`src/rtl/rand_arbiter.sv`:
```
// Round-robin arbiter sharing one external 16-bit LFSR between several random-number consumers.
// Warms the LFSR off its seed after reset, then grants one requester per cycle and advances the LFSR on each grant.

module rand_arbiter_lane (
  input  logic clk_i,
  input  logic rst_i,
  input  logic req_i,
  input  logic win_i,
  output logic elig_o,
  output logic ack_o
);
  logic ack_d, ack_q;

  // A request still high during its own ack cycle must not be served twice.
  assign elig_o = req_i & ~ack_q;
  assign ack_o  = ack_q;

  always_comb begin
    ack_d = win_i;
  end

  always_ff @(posedge clk_i) begin
    if (rst_i) ack_q <= 1'b0;
    else       ack_q <= ack_d;
  end
endmodule

module rand_arbiter #(
  parameter int NUM_REQ = 4,
  parameter int WARMUP  = 16
) (
  input  logic               clk_i,
  input  logic               rst_i,
  input  logic               pause_i,
  input  logic [NUM_REQ-1:0] req_i,
  output logic [NUM_REQ-1:0] ack_o,
  output logic [15:0]        data_o,
  output logic               ready_o,
  output logic               lfsr_next_o,
  input  logic [15:0]        lfsr_rand_i
);
  localparam int PW = (NUM_REQ > 1) ? $clog2(NUM_REQ) : 1;

  typedef enum logic {
    WARM  = 1'b0,
    SERVE = 1'b1
  } state_e;

  localparam state_e     RST_STATE = (WARMUP == 0) ? SERVE : WARM;
  localparam logic [7:0] WARM_LAST = 8'(WARMUP - 1);

  state_e             state_q, state_d;
  logic [7:0]         cnt_q, cnt_d;
  logic [PW-1:0]      ptr_q, ptr_d;
  logic [15:0]        data_q, data_d;
  logic               ready_q, ready_d;

  logic [NUM_REQ-1:0] elig, win_oh, ack;
  logic [PW-1:0]      win_idx, hi_idx, lo_idx;
  logic               hi_found, found, grant, warm_adv;

  // Winner: lowest eligible index at or above ptr, else lowest eligible overall.
  always_comb begin
    hi_found = 1'b0;
    hi_idx   = '0;
    lo_idx   = '0;
    for (int i = NUM_REQ - 1; i >= 0; i--) begin
      if (elig[i] && (PW'(i) >= ptr_q)) begin
        hi_found = 1'b1;
        hi_idx   = PW'(i);
      end
      if (elig[i]) lo_idx = PW'(i);
    end
    found   = |elig;
    win_idx = hi_found ? hi_idx : lo_idx;
  end

  assign warm_adv    = (state_q == WARM) && !pause_i;
  assign grant       = (state_q == SERVE) && !pause_i && found;
  assign lfsr_next_o = warm_adv | grant;

  always_comb begin
    win_oh = '0;
    for (int i = 0; i < NUM_REQ; i++) begin
      win_oh[i] = grant && (win_idx == PW'(i));
    end
  end

  always_comb begin
    state_d = state_q;
    cnt_d   = cnt_q;
    ptr_d   = ptr_q;
    data_d  = data_q;
    if (warm_adv) begin
      cnt_d = cnt_q + 8'd1;
      if (cnt_q == WARM_LAST) state_d = SERVE;
    end
    if (grant) begin
      data_d = lfsr_rand_i;
      ptr_d  = (win_idx == PW'(NUM_REQ - 1)) ? '0 : win_idx + PW'(1);
    end
    ready_d = (state_d == SERVE);
  end

  always_ff @(posedge clk_i) begin
    if (rst_i) begin
      state_q <= RST_STATE;
      cnt_q   <= 8'd0;
      ptr_q   <= '0;
      data_q  <= 16'h0000;
      ready_q <= (RST_STATE == SERVE);
    end else begin
      state_q <= state_d;
      cnt_q   <= cnt_d;
      ptr_q   <= ptr_d;
      data_q  <= data_d;
      ready_q <= ready_d;
    end
  end

  for (genvar g = 0; g < NUM_REQ; g++) begin : g_lane
    rand_arbiter_lane u_lane (
      .clk_i  (clk_i),
      .rst_i  (rst_i),
      .req_i  (req_i[g]),
      .win_i  (win_oh[g]),
      .elig_o (elig[g]),
      .ack_o  (ack[g])
    );
  end

  assign ack_o   = ack;
  assign data_o  = data_q;
  assign ready_o = ready_q;
endmodule

```
`config.mk`:
```
export PLATFORM = sky130hd
export DESIGN_NAME = rand_arbiter
export DESIGN_NICKNAME = d
export VERILOG_FILES = /design/src/rtl/rand_arbiter.sv
export SDC_FILE = /design/constraint.sdc
export NUM_CORES = 1
export LEC_CHECK = 0
export ABC_AREA = 1
export CAP_MARGIN = 10
export CORE_UTILIZATION = 46
export DETAILED_ROUTE_END_ITERATION = 6
export PLACE_DENSITY = 0.82
export SLEW_MARGIN = 20
export SYNTH_ARGS = -nofsm -noshare
export SYNTH_HDL_FRONTEND = slang
export SYNTH_HIERARCHICAL = 1
export SYNTH_SLANG_ARGS = --single-unit
```
`constraint.sdc`:
```
create_clock -name clk_i -period 1.8 [get_ports clk_i]
set_input_delay 0.27 -clock clk_i [delete_from_list [all_inputs] [get_ports clk_i]]
set_output_delay 0.27 -clock clk_i [all_outputs]
set_load 0.02 [all_outputs]
```
# Word-level counts from Yosys, hierarchy flattened
# Index checks and enable logic that the tools add are counted.
# op_classes
n_eq_ne,4
n_lt_le_gt_ge,4
muxes,14
add_sub_neg,2
bitwise,10
n_reduce_logical,15
# op_table
operator,n
$mux W2,10
$logic_and A1 B1 Y1,11
$add A8 B1 Y8 const B,1
$eq A8 B4 Y1 const B,1
$not A1 Y1,5
$and A1 B1 Y1,4
$eq A2 B2 Y1 const B,2
$ge A1 B2 Y1 const A,2
$ge A2 B2 Y1 const A,2
$mux W1,4
$reduce_or A4 Y1,1
$add A2 B1 Y2 const B,1
$eq A2 B1 Y1 const B,1
$logic_not A2 Y1,1
$reduce_and A2 Y1,1
$logic_not A1 Y1,1
$or A1 B1 Y1,1
# word_totals
reg_bits,31
word_cells,57
in_bits,23
output_inout_bits,22

# Longest topological paths before layout
# Gate-level depths: netlist of run 1.
# depth
ltp_word,10
ltp_mapped,14
depth_no_buf,14

# Modules after synthesis
# Netlist of run 1, hierarchy kept.
# modules_own_cells
mod,n_inst,cells_each,seq_area_each_um2,area_each_um2
rand_arbiter,1,185,540.5,1311.3
rand_arbiter_lane,4,5,20.0,40.0

# Worst setup path before layout of run 1
# No wires, ideal clock.
# synth_path
path_kind,register -> register
startpoint,reg g_lane[1].u_lane.ack_q
endpoint,reg ptr_q[1]
required_ns,1.687
synth_period_minus_slack_ns,1.572
setup_ns,0.113
arrival_time_ns,1.459
stages_incl_launch_ff,11
setup_slack_ns,0.228
n_path_buf,0
cell_sequence,dfxtp_1 -> nor2_2 -> inv_1 -> nor2_1 -> a21oi_1 -> nand3_1 -> nand2_1 -> inv_1 -> ha_1 -> o21ai_1 -> nor2_1
# synth_between
elab_chain_len,8
word_cells_on_any_way,15
cone_classes,1 x add/sub; 1 x eq/ne; 8 x mux; 2 x bitwise; 3 x reduce/logical
# synth_rtl
element,line,text
start: declaration,12,"logic ack_d, ack_q;"
start signal: assignment,24,else ack_q <= ack_d;
$not A1 Y1 *,15,assign elig_o = req_i & ~ack_q;
$and A1 B1 Y1 *,15,
named net elig[1],58,"logic [NUM_REQ-1:0] elig, win_oh, ack;"
$logic_and A1 B1 Y1,68,if (elig[i] && (PW'(i) >= ptr_q)) begin
$mux W2 / $mux W1 (equally long branches) (2 in series),68,
$mux W2,75,win_idx = hi_found ? hi_idx : lo_idx;
$add A2 B1 Y2 / $eq A2 B2 Y1 (equally long branches),100,ptr_d = (win_idx == PW'(NUM_REQ - 1)) ? '0 : win_idx + PW'(1);
$mux W2,100,
end signal: assignment,115,ptr_q <= ptr_d;
end: declaration,54,"logic [PW-1:0] ptr_q, ptr_d;"
# Mark *: on every way through the listed nets, which the timed path passes. The rest lies on a longest branch.
# A chain may end at the register's enable or synchronous reset.

# Final worst setup path of run 1
# layout_path
startpoint,in req_i[0]
endpoint,out lfsr_next_o
# layout_between
elab_chain_len,4
# layout_rtl
element,line,text
start: declaration,35,"input logic [NUM_REQ-1:0] req_i,"
$and A1 B1 Y1,15,
named net elig[0],58,
$reduce_or A4 Y1,74,found = |elig;
$logic_and A1 B1 Y1,79,assign grant = (state_q == SERVE) && !pause_i && found;
$or A1 B1 Y1,80,assign lfsr_next_o = warm_adv | grant;
end: declaration,39,"output logic lfsr_next_o,"
# The timed path passes the listed nets, and every way through them passes these cells.

==> results of run 1 <==
[path summary, 6_finish.rpt]
path | startpoint | slack [ns] | cells after the start | endpoint
max | req_i[0] | 0.09 | 8 | lfsr_next_o
min | data_o[4]$_SDFFE_PP0P_ | 0.49 | 2 | data_o[4]$_SDFFE_PP0P_
max reg2reg | g_lane[2].u_lane/ack_o$_SDFF_PP0_ | 0.24 | 12 | ptr_q[1]$_SDFFE_PP0P_
min reg2reg | data_o[4]$_SDFFE_PP0P_ | 0.49 | 2 | data_o[4]$_SDFFE_PP0P_
[stage by stage]
stage	worst slack (ns)	TNS [ns]	instances	power (mW)	util, %
2_1_floorplan	0.228	0	205	0.768	-
6_report	0.0946	0	306	1.41	68.2
5_1_grt	0.00870	0	306	1.47	68.2
3_3_place_gp	-0.192	-0.729	298	0.845	65.3
4_1_cts	0.0459	0	306	1.42	68.1
3_5_place_dp	-0.230	-0.968	298	0.848	65.3
[metal layers]
layer  wire (microns)  share of wire [%]  vias up
met4               80                2.7        0
li1                 -                  -      740
met1             1180                 40      610
met2             1490                 51       35
met3              166                5.7        8
met5                0                  0        -
[power breakdown]
part           switching [mW]  internal, mW  total (mW)  leakage (nW)
Combinational          0.0592        0.0779       0.137         0.574
Clock                   0.250         0.328       0.578        0.0482
Sequential            0.00413         0.690       0.694         0.250
[cell usage after synthesis]
cell type  instances  area share [%]
o21ai_1            3             1.0
nor2_2            12             5.1
nand3_2            1            0.68
inv_2              1            0.25
nor2_4             2             1.5
nand2_2            1            0.43
a21oi_1            6             2.0
nand4_1            1            0.43
buf_8              1             1.0
buf_6              1            0.77
clkbuf_8           1            0.94
dfxtp_1           31              42
nor3_2             2             1.4
nor3_1             3             1.0
clkbuf_1           2            0.51
nand3_1            3             1.0
inv_6              1            0.60
o21a_1             1            0.51
nand2_1           27             6.9
inv_1             30             7.7
ha_1               5             4.3
o21ai_0           17             5.8
nand2_4            1            0.77
nor2_1            52              13
[worst max-delay path: stages]
cell and delay [ns]:
clkdlybuf4s50_1 0.46, inv_1 0.05, nor2_2 0.12, nor2_2 0.05, nand2_1 0.10, nand2_4 0.05
nand2_1 0.05, clkdlybuf4s15_1 0.29
[state kept, by name, indices dropped and copies added, names as in the netlist]
signal,count
data_o,16
cnt_q,8
g_lane.u_lane/ack_o,4
ptr_q,2
ready_o,1
[cells by family after synthesis]
group	count (synthesis)
flip-flops	31
AO/OA/AOI/OAI	27
AND/OR/NAND/NOR	105
buffers and inverters	37
adder cells (fa/ha/maj)	5
[final cells by class]
class                   instances  area, sq um
fillers                       274          972
multi-input cells             137          678
flip-flops and latches         31          621
repair buffers                 54          515
inverters                      32          125
well taps                      44         55.1
clock buffers                   6         51.3
clock inverters                 2         35.0
==> metrics.txt, run 1 <==
run status=complete, no violations; hpwl dp=2.24 mm; slew margin rel.=between 60 and 70%; register area share after synthesis=42.2%; syn nets=233; vias=1393; clock root buffer=clkbuf_4; PortBufs=44; Hold Crit Class=flop to flop; Max VDD drop=385 uV; final setup fails=0; critical path data required time=1.53 ns; CP Max Fanout=2; vias per cell=between 4 and 5; vias in the first global route=1281; RSZ-0062 raised after global routing=no; final RePlAce weighted congestion=approximately 0.81; Post-CTS Hold Buffers=0; most common cell after layout, fill and taps aside=nor2_1; first-pass GRT wire length=4.96 mm; crit end category=output port; most frequent cells in the layout=nor2_1, clkdlybuf4s50_1, dfxtp_1, inv_1, nand2_1; CP Class=input port to output port; simple-gate share of the synthesized area=32.5%; antenna violations before repair=0; Chip Width=58.6 microns; Synth cell types=24; period utilisation layout=94.7%; LEAKAGE=0.873 nW; GRT Overall Usage=19.6%; pin count of the biggest net entering global routing=24; initial core utilization=48.2%; Top Usage Layer GRT=met2; met2 usage=35.3%; post-synthesis compound-gate area fraction=9.35%; Core Rows=20; WL final=just under 3 mm; drt pass-1 iters=4; clock transition at the registers of the reported paths=about 0.10 ns; placed instance area=0.00199 sq mm; Antenna diodes=0; met1 usage=19.2%; synth warn=6; nature of the critical path startpoint=input port; Skew-Pair Late Insertion Delay=0.34 ns; M3 GR Usage=5.93%; mux share of post-synthesis cell area=0%; arrival time worst endpoint=1.44 ns; Yosys reg bits=31; Peak Freq=586 MHz; PwrDens=677 mW/mm^2; CTS max path bufs=2; CTS Sinks=31; final net count=289; crit path time final=1.71 ns; Slew @ Worst Pin=0.560 ns; CTS resizes=1; xor/xnor share of the synthesized area=0%; DRT antenna net count=0; I/O Pins=45; Final Instance Area=between 0.002 and 0.0025 sq mm; Core Area=slightly above 0.003 sq mm; cells after synthesis=205; max cap viols=0; Die H=58.6 microns; largest family of logic cells by synthesized area=simple AND/OR/NAND/NOR gates; DRC Markers=0; fraction of layout cells with a size suffix above 1=14.9%; Syn Area/Cell=7.18 sq um; cell area after synthesis=about 0.0015 sq mm; postcts setup bufs=0; Die ar.=0.00343 sq mm; Fin. Hold Viols=0; Layout area overhead=41.4%; GRT overflow=0; Slew Limit Fails=0; H-tree Lvls=2; Iter 0 DRT Violations=48; final clock skew=0.0138 ns; adder-cell share of the synthesized area=roughly 4.3%; CTS tree=yes; wire per inst=about 9.5 microns; Num CTS Buffers=5; hold slack final=0.495 ns
No activity file was read; power rests on OpenSTA's default activity.
==> run 2, diff against run 1 <==
==> constraint.sdc (replaced) <==
create_clock -name clk_i -period 1.8 [get_ports clk_i]
set_input_delay 0.18 -clock clk_i [delete_from_list [all_inputs] [get_ports clk_i]]
set_output_delay 0.18 -clock clk_i [all_outputs]
set_load 0.02 [all_outputs]
==> run 2 against run 1 <==
Compared with the run above:
- clock power shrank 34%
- combinational power shrank 4%
- hold slack lost 0.040 ns
- clock skew shrank 0.0075 ns
- cell count shrank 0.98%
- global-route usage shrank 0.61 points
- die area is the same
- largest cell class unchanged
==> metrics.txt, run 2 (synthesis results as in run 1) <==
run status=complete, no violations; hold path cells=3 (+1); antenna violations before repair=0 (unchanged); Placement Setup Slack=-0.0677 ns (+0.162 ns); most frequent cells in the layout=nor2_1, clkdlybuf4s50_1, dfxtp_1, inv_1, nand2_1; Hold Crit Class=input port to flop; Non-Filler Instances=303 (-0.98%); FF+latch area=621 sq um (unchanged); Final Power=1.21 mW (-14%); Peak Freq=632 MHz (+7.8%); critical path data required time=2.03 ns (+0.50 ns); fill cell count=288 (+5.1%); reg2reg path depth=9 (-3); CTS Sinks=31 (unchanged); Num CTS Buffers=5 (unchanged); placed instance area=0.00197 sq mm (-1.1%); Worst Hold Endpoint=data_o[0]$_SDFFE_PP0P_; max cap viols=0 (unchanged); Layout area overhead=37.3%; GRT overflow=0 (unchanged); initial core utilization=48.2% (unchanged); vias in the first global route=1205 (-5.9%); slew margin rel.=63.7% (+1.1 points); final setup fails=0 (unchanged); clock transition at the registers of the reported paths=0.09 ns (about the same); final RePlAce weighted congestion=0.753 (-6.6%); Hold Crit Start=lfsr_rand_i[0]; R2R Setup Slk=0.22 ns (-0.02 ns); Chip Width=58.6 microns (unchanged); most common cell after layout, fill and taps aside=nor2_1; Skew-Pair Late Insertion Delay=0.33 ns (about the same); Placed Cells=295 (-1.0%); drt pass-1 iters=6 (+2); Final Instance Area=0.00202 sq mm (-2.9%); CP Max Fanout=3 (+1); final setup margin=0.218 ns (+0.123 ns); hpwl dp=2.10 mm (-6.3%); max reg flops=16 (unchanged); CTS tree=yes; period utilisation layout=87.9% (-6.8 points); arrival time worst endpoint=1.82 ns (+0.38 ns); clock root buffer=clkbuf_4; RSZ-0062 raised after global routing=no; I/O Pins=45 (unchanged); nature of the critical path startpoint=flop; Antenna diodes=0 (unchanged); CP Class=flop to flop; final core utilization=66.2% (-2.0 points); Slew @ Worst Pin=0.544 ns (-0.0158 ns); area of the multi-input gates=678 sq um (unchanged); WL final=2.83 mm (-3.0%); TNS Setup=0 ns (unchanged); first-pass GRT wire length=4.82 mm (-2.9%); vias per cell=4.45 (-2.2%); final net count=286 (-1.0%); vias=1349 (-3.2%); DRT antenna net count=0 (unchanged); LEAKAGE=0.841 nW (-3.6%); postcts setup bufs=0 (unchanged); Fin. Hold Viols=0 (unchanged); pin count of the biggest net entering global routing=24 (unchanged); crit end category=flop; Core Area=0.00305 sq mm (unchanged); Iter 0 DRT Violations=39 (-19%); Reg-to-Reg End=ptr_q[1]$_SDFFE_PP0P_; Critical R2R Launch=g_lane[0].u_lane/ack_o$_SDFF_PP0_; wire per inst=9.33 microns (-2.1%); DRC Markers=0 (unchanged); Die ar.=0.00343 sq mm (unchanged); CTS max path bufs=2 (unchanged); PwrDens=597 mW/mm^2 (-12%); PortBufs=44 (unchanged); hold slack final=0.455 ns (-0.0397 ns); Die H=58.6 microns (unchanged); fraction of layout cells with a size suffix above 1=13.1% (-1.8 points); GRT Overall Usage=19.0% (-0.61 points); Max VDD drop=388 uV (+0.91%); final clock skew=0.00627 ns (-0.00750 ns); crit path time final=1.58 ns (-0.123 ns); H-tree Lvls=2 (unchanged); Core Rows=20 (unchanged); Slew Limit Fails=0 (unchanged)
## run 2: worst max-delay path, stage by stage, from the launching register on
cell	delay, ns
dfxtp_1	0.36
nor2_2	0.06
buf_4	0.13
a21oi_1	0.19
nand3_1	0.12
nand2_1	0.10
inv_1	0.06
ha_1	0.28
o21ai_1	0.14
nor2_1	0.05
## run 2: cell type report
type	count	area share [%]
clock inverters	1	0.248
clock buffers	7	2.23
well taps	44	2.72
flip-flops and latches	31	30.7
repair buffers	51	24.3
multi-input cells	137	33.6
inverters	32	6.19
## run 2: power breakdown
part	total [mW]	internal [mW]	switching (mW)
Sequential	0.694	0.690	0.00406
Combinational	0.132	0.0739	0.0578
Clock	0.380	0.152	0.228
Total	1.21	0.916	0.290
## run 2: layer usage
layer  global-route usage, %  up-vias  routed length [microns]
met2                    33.5       35                     1370
met4                    7.14        0                       44
met5                       0        -                        0
met1                    20.3      580                     1220
met3                    7.69        5                      195
li1                        -      729                        -
## run 2: worst max-delay path by stage
stage	from	to	depth (start not counted)
3_3_place_gp	req_i[2]	ptr_q[1]$_SDFFE_PP0P_	11
5_1_grt	g_lane[1].u_lane/ack_o$_SDFF_PP0_	g_lane[2].u_lane/ack_o$_SDFF_PP0_	12
6_report	g_lane[0].u_lane/ack_o$_SDFF_PP0_	ptr_q[1]$_SDFFE_PP0P_	9
4_1_cts	g_lane[3].u_lane/ack_o$_SDFF_PP0_	lfsr_next_o	6
3_5_place_dp	req_i[1]	g_lane[2].u_lane/ack_o$_SDFF_PP0_	14
2_1_floorplan	g_lane[1].u_lane/ack_o$_SDFF_PP0_	ptr_q[1]$_SDFFE_PP0P_	10
## run 2: timing repair
item / 4_1_cts / 5_1_grt
gates resized for setup: 1 / 0
hold buffers: 0 / 0
hold endpoints to repair: 0 / 0
setup endpoints to repair: 1 / 0
==> run 3, diff against run 2 <==
--- a/config.mk
+++ b/config.mk
@@ -7,9 +7,10 @@
 export LEC_CHECK = 0
 export ABC_AREA = 1
 export CAP_MARGIN = 10
-export CORE_UTILIZATION = 46
+export CORE_UTILIZATION = 49
+export CTS_BUF_LIST = sky130_fd_sc_hd__clkbuf_16
 export DETAILED_ROUTE_END_ITERATION = 6
-export PLACE_DENSITY = 0.82
+export PLACE_DENSITY = 0.86
 export SLEW_MARGIN = 20
 export SYNTH_ARGS = -nofsm -noshare
 export SYNTH_HDL_FRONTEND = slang
==> constraint.sdc (replaced) <==
create_clock -name clk_i -period 1.9 [get_ports clk_i]
set_input_delay 0.19 -clock clk_i [delete_from_list [all_inputs] [get_ports clk_i]]
set_output_delay 0.19 -clock clk_i [all_outputs]
set_load 0.02 [all_outputs]
==> run 3 against run 2 <==
Compared with the run above:
- the run now ends with DRC left
- power is 25% higher
- routed wire length is 11% higher
- clock power is 88% higher
- hold slack better by 0.021 ns
- sequential share of layout area is 0.92 points lower
- design area is 3.1% higher
- clock-buffer cell count is 2 lower
- cell count is 4.6% lower
- via count is 2.1% higher
- clock skew is 0.0036 ns lower
- largest cell class unchanged
- critical endpoint is now lfsr_next_o
- die area is 5.9% lower
==> metrics.txt, run 3 (synthesis results as in run 1) <==
met1 usage=24.1% (+3.9 points); postcts setup bufs=0 (unchanged); CP Class=input port to output port; TNS Setup=0 ns (unchanged); critical path, cell by cell=clkdlybuf4s50_1 > inv_1 > nor2_2 > nor2_1 > nand2_1 > nand2_4 > nand2_1 > dlygate4sd2_1; Core Rows=19 (-5.0%); Skew-Pair Late Insertion Delay=0.27 ns (-0.06 ns); first-pass GRT wire length=5.30 mm (+10%); fraction of layout cells with a size suffix above 1=12.4% (-0.72 points); vias per cell=4.77 (+7.1%); WL final=3.14 mm (+11%); Layout area overhead=41.6%; Final Instance Area=0.00208 sq mm (+3.1%); final setup fails=0 (unchanged); cell repeated most along the worst path=nand2_1; vias in the first global route=1240 (+2.9%); hold path cells=2 (-1); crit end category=output port; clock root buffer=clkbuf_16; Placed Cells=281 (-4.7%); Worst Hold Endpoint=data_o[13]$_SDFFE_PP0P_; CTS max path bufs=2 (unchanged); delay-heaviest family, CP=buffers and inverters; CTS resizes=1 (unchanged); final net count=285 (-0.35%); H-tree Lvls=2 (unchanged); LEAKAGE=0.877 nW (+4.3%); CP Max Fanout=5 (+2); GRT overflow=0 (unchanged); Critical R2R Launch=g_lane[0].u_lane/ack_o$_SDFF_PP0_; Fin. Hold Viols=0 (unchanged); drt pass-1 iters=6 (unchanged); M3 GR Usage=10.8% (+3.1 points); max reg flops=16 (unchanged); placed instance area=0.00195 sq mm (-1.2%); antenna violations before repair=0 (unchanged); Die H=56.8 microns (-3.0%); met2 usage=35.2% (+1.7 points); Max VDD drop=674 uV (+74%); Die ar.=0.00323 sq mm (-5.9%); fill cell count=204 (-29%); R2R Setup Slk=0.33 ns (+0.11 ns); Hold Crit Class=flop to flop; Top Usage Layer GRT=met2; hpwl dp=2.17 mm (+3.4%); Core Area=0.00281 sq mm (-8.1%); Peak Freq=between 500 and 600 MHz; CTS tree=yes; crit path time final=1.67 ns; Antenna diodes=0 (unchanged); initial core utilization=52.5% (+4.3 points); WP buf/inv=3 (+1); Hold Crit Start=data_o[13]$_SDFFE_PP0P_; wire per inst=10.9 microns (+16%); most frequent cells in the layout=nor2_1, clkdlybuf4s50_1, inv_1, dfxtp_1, nand2_1; final clock skew=0.00265 ns (-0.00362 ns); most common cell after layout, fill and taps aside=nor2_1; RSZ-0062 raised after global routing=no; Slew @ Worst Pin=0.257 ns (-0.287 ns); pin count of the biggest net entering global routing=24 (unchanged); I/O Pins=45 (unchanged); DRC Markers=4 (+4); arrival time worst endpoint=1.48 ns (-0.34 ns); vias=1378 (+2.1%); Non-Filler Instances=289 (-4.6%); clock transition at the registers of the reported paths=0.05 ns (-0.04 ns); GRT Overall Usage=21.7% (+2.7 points); reg2reg path depth=9 (unchanged); final RePlAce weighted congestion=0.823 (+9.3%); PwrDens=721 mW/mm^2 (+21%); FF+latch area=621 sq um (unchanged); critical path data required time=1.71 ns (-0.32 ns); PortBufs=44 (unchanged); failing checks=DRC; area of the multi-input gates=678 sq um (unchanged); CTS Sinks=31 (unchanged); run status=finished, violations left; Num CTS Buffers=5 (unchanged); Post-CTS Hold Buffers=0 (unchanged); Iter 0 DRT Violations=33 (-15%); CP max-delay cell=clkdlybuf4s50_1; period utilisation layout=88.0%; Slew Limit Fails=0 (unchanged); Chip Width=56.8 microns (-3.0%); DRT antenna net count=0 (unchanged); slew margin rel.=82.8% (+19 points); nature of the critical path startpoint=input port; max cap viols=0 (unchanged); Largest stage delay, worst path=0.45 ns (+0.09 ns); Reg-to-Reg End=ptr_q[1]$_SDFFE_PP0P_
[run 3: changes by cell type in the layout (fill, tap and decap cells not counted), sizes merged]
cell	delta
inv	+1
clkinv	+1
buf	-1
clkbuf	-2
[run 3: where the power goes]
part	total [mW]	internal [mW]	leakage [nW]	switching [mW]
combinational	0.126	0.0689	0.557	0.0567
sequential	0.660	0.656	0.250	0.00390
clock	0.716	0.468	0.0701	0.247
[run 3: worst reg2reg max path, cell delays in order, from the launching register on]
cell,delay [ns]
dfxtp_1,0.33
nor2_2,0.06
buf_4,0.13
a21oi_1,0.18
nand3_1,0.11
nand2_1,0.11
inv_1,0.07
ha_1,0.29
o21ai_1,0.14
nor2_1,0.05
[run 3: worst max-delay path by stage]
| stage | from | end | depth (start not counted) |
|---|---|---|---|
| global placement | req_i[2] | lfsr_next_o | 8 |
| global route | req_i[1] | g_lane[2].u_lane/ack_o$_SDFF_PP0_ | 14 |
| detailed placement | req_i[2] | lfsr_next_o | 8 |
| finish | req_i[2] | lfsr_next_o | 8 |
| CTS | req_i[2] | lfsr_next_o | 8 |
| floorplan | g_lane[1].u_lane/ack_o$_SDFF_PP0_ | ptr_q[1]$_SDFFE_PP0P_ | 10 |
[run 3: layout make-up]
cell class,instances,area share [%]
Tap cell,31,1.86
Sequential cell,31,29.8
Clock buffer,5,6.01
Multi-Input combinational cell,137,32.6
Timing Repair Buffer,50,23.2
Inverter,32,6.01
Clock inverter,3,0.541
[run 3: metal layers]
metal / vias to the layer above / share of wire [%]
li1: 733 / -
met1: 598 / 42
met2: 42 / 47
met3: 5 / 9.0
met4: 0 / 1.6
met5: - / 0
[run 3: through the flow]
stage / util [%] / power, mW / hold slack [ns] / worst slack, ns
6_report: 74.3 / 1.50 / 0.476 / 0.228
5_1_grt: 74.3 / 1.56 / 0.501 / 0.123
4_1_cts: 74.3 / 1.52 / 0.482 / 0.222
3_5_place_dp: 69.4 / 0.798 / 0.473 / -0.0166
3_3_place_gp: 69.4 / 0.794 / 0.461 / -0.0126
2_1_floorplan: - / 0.727 / 0.257 / 0.328
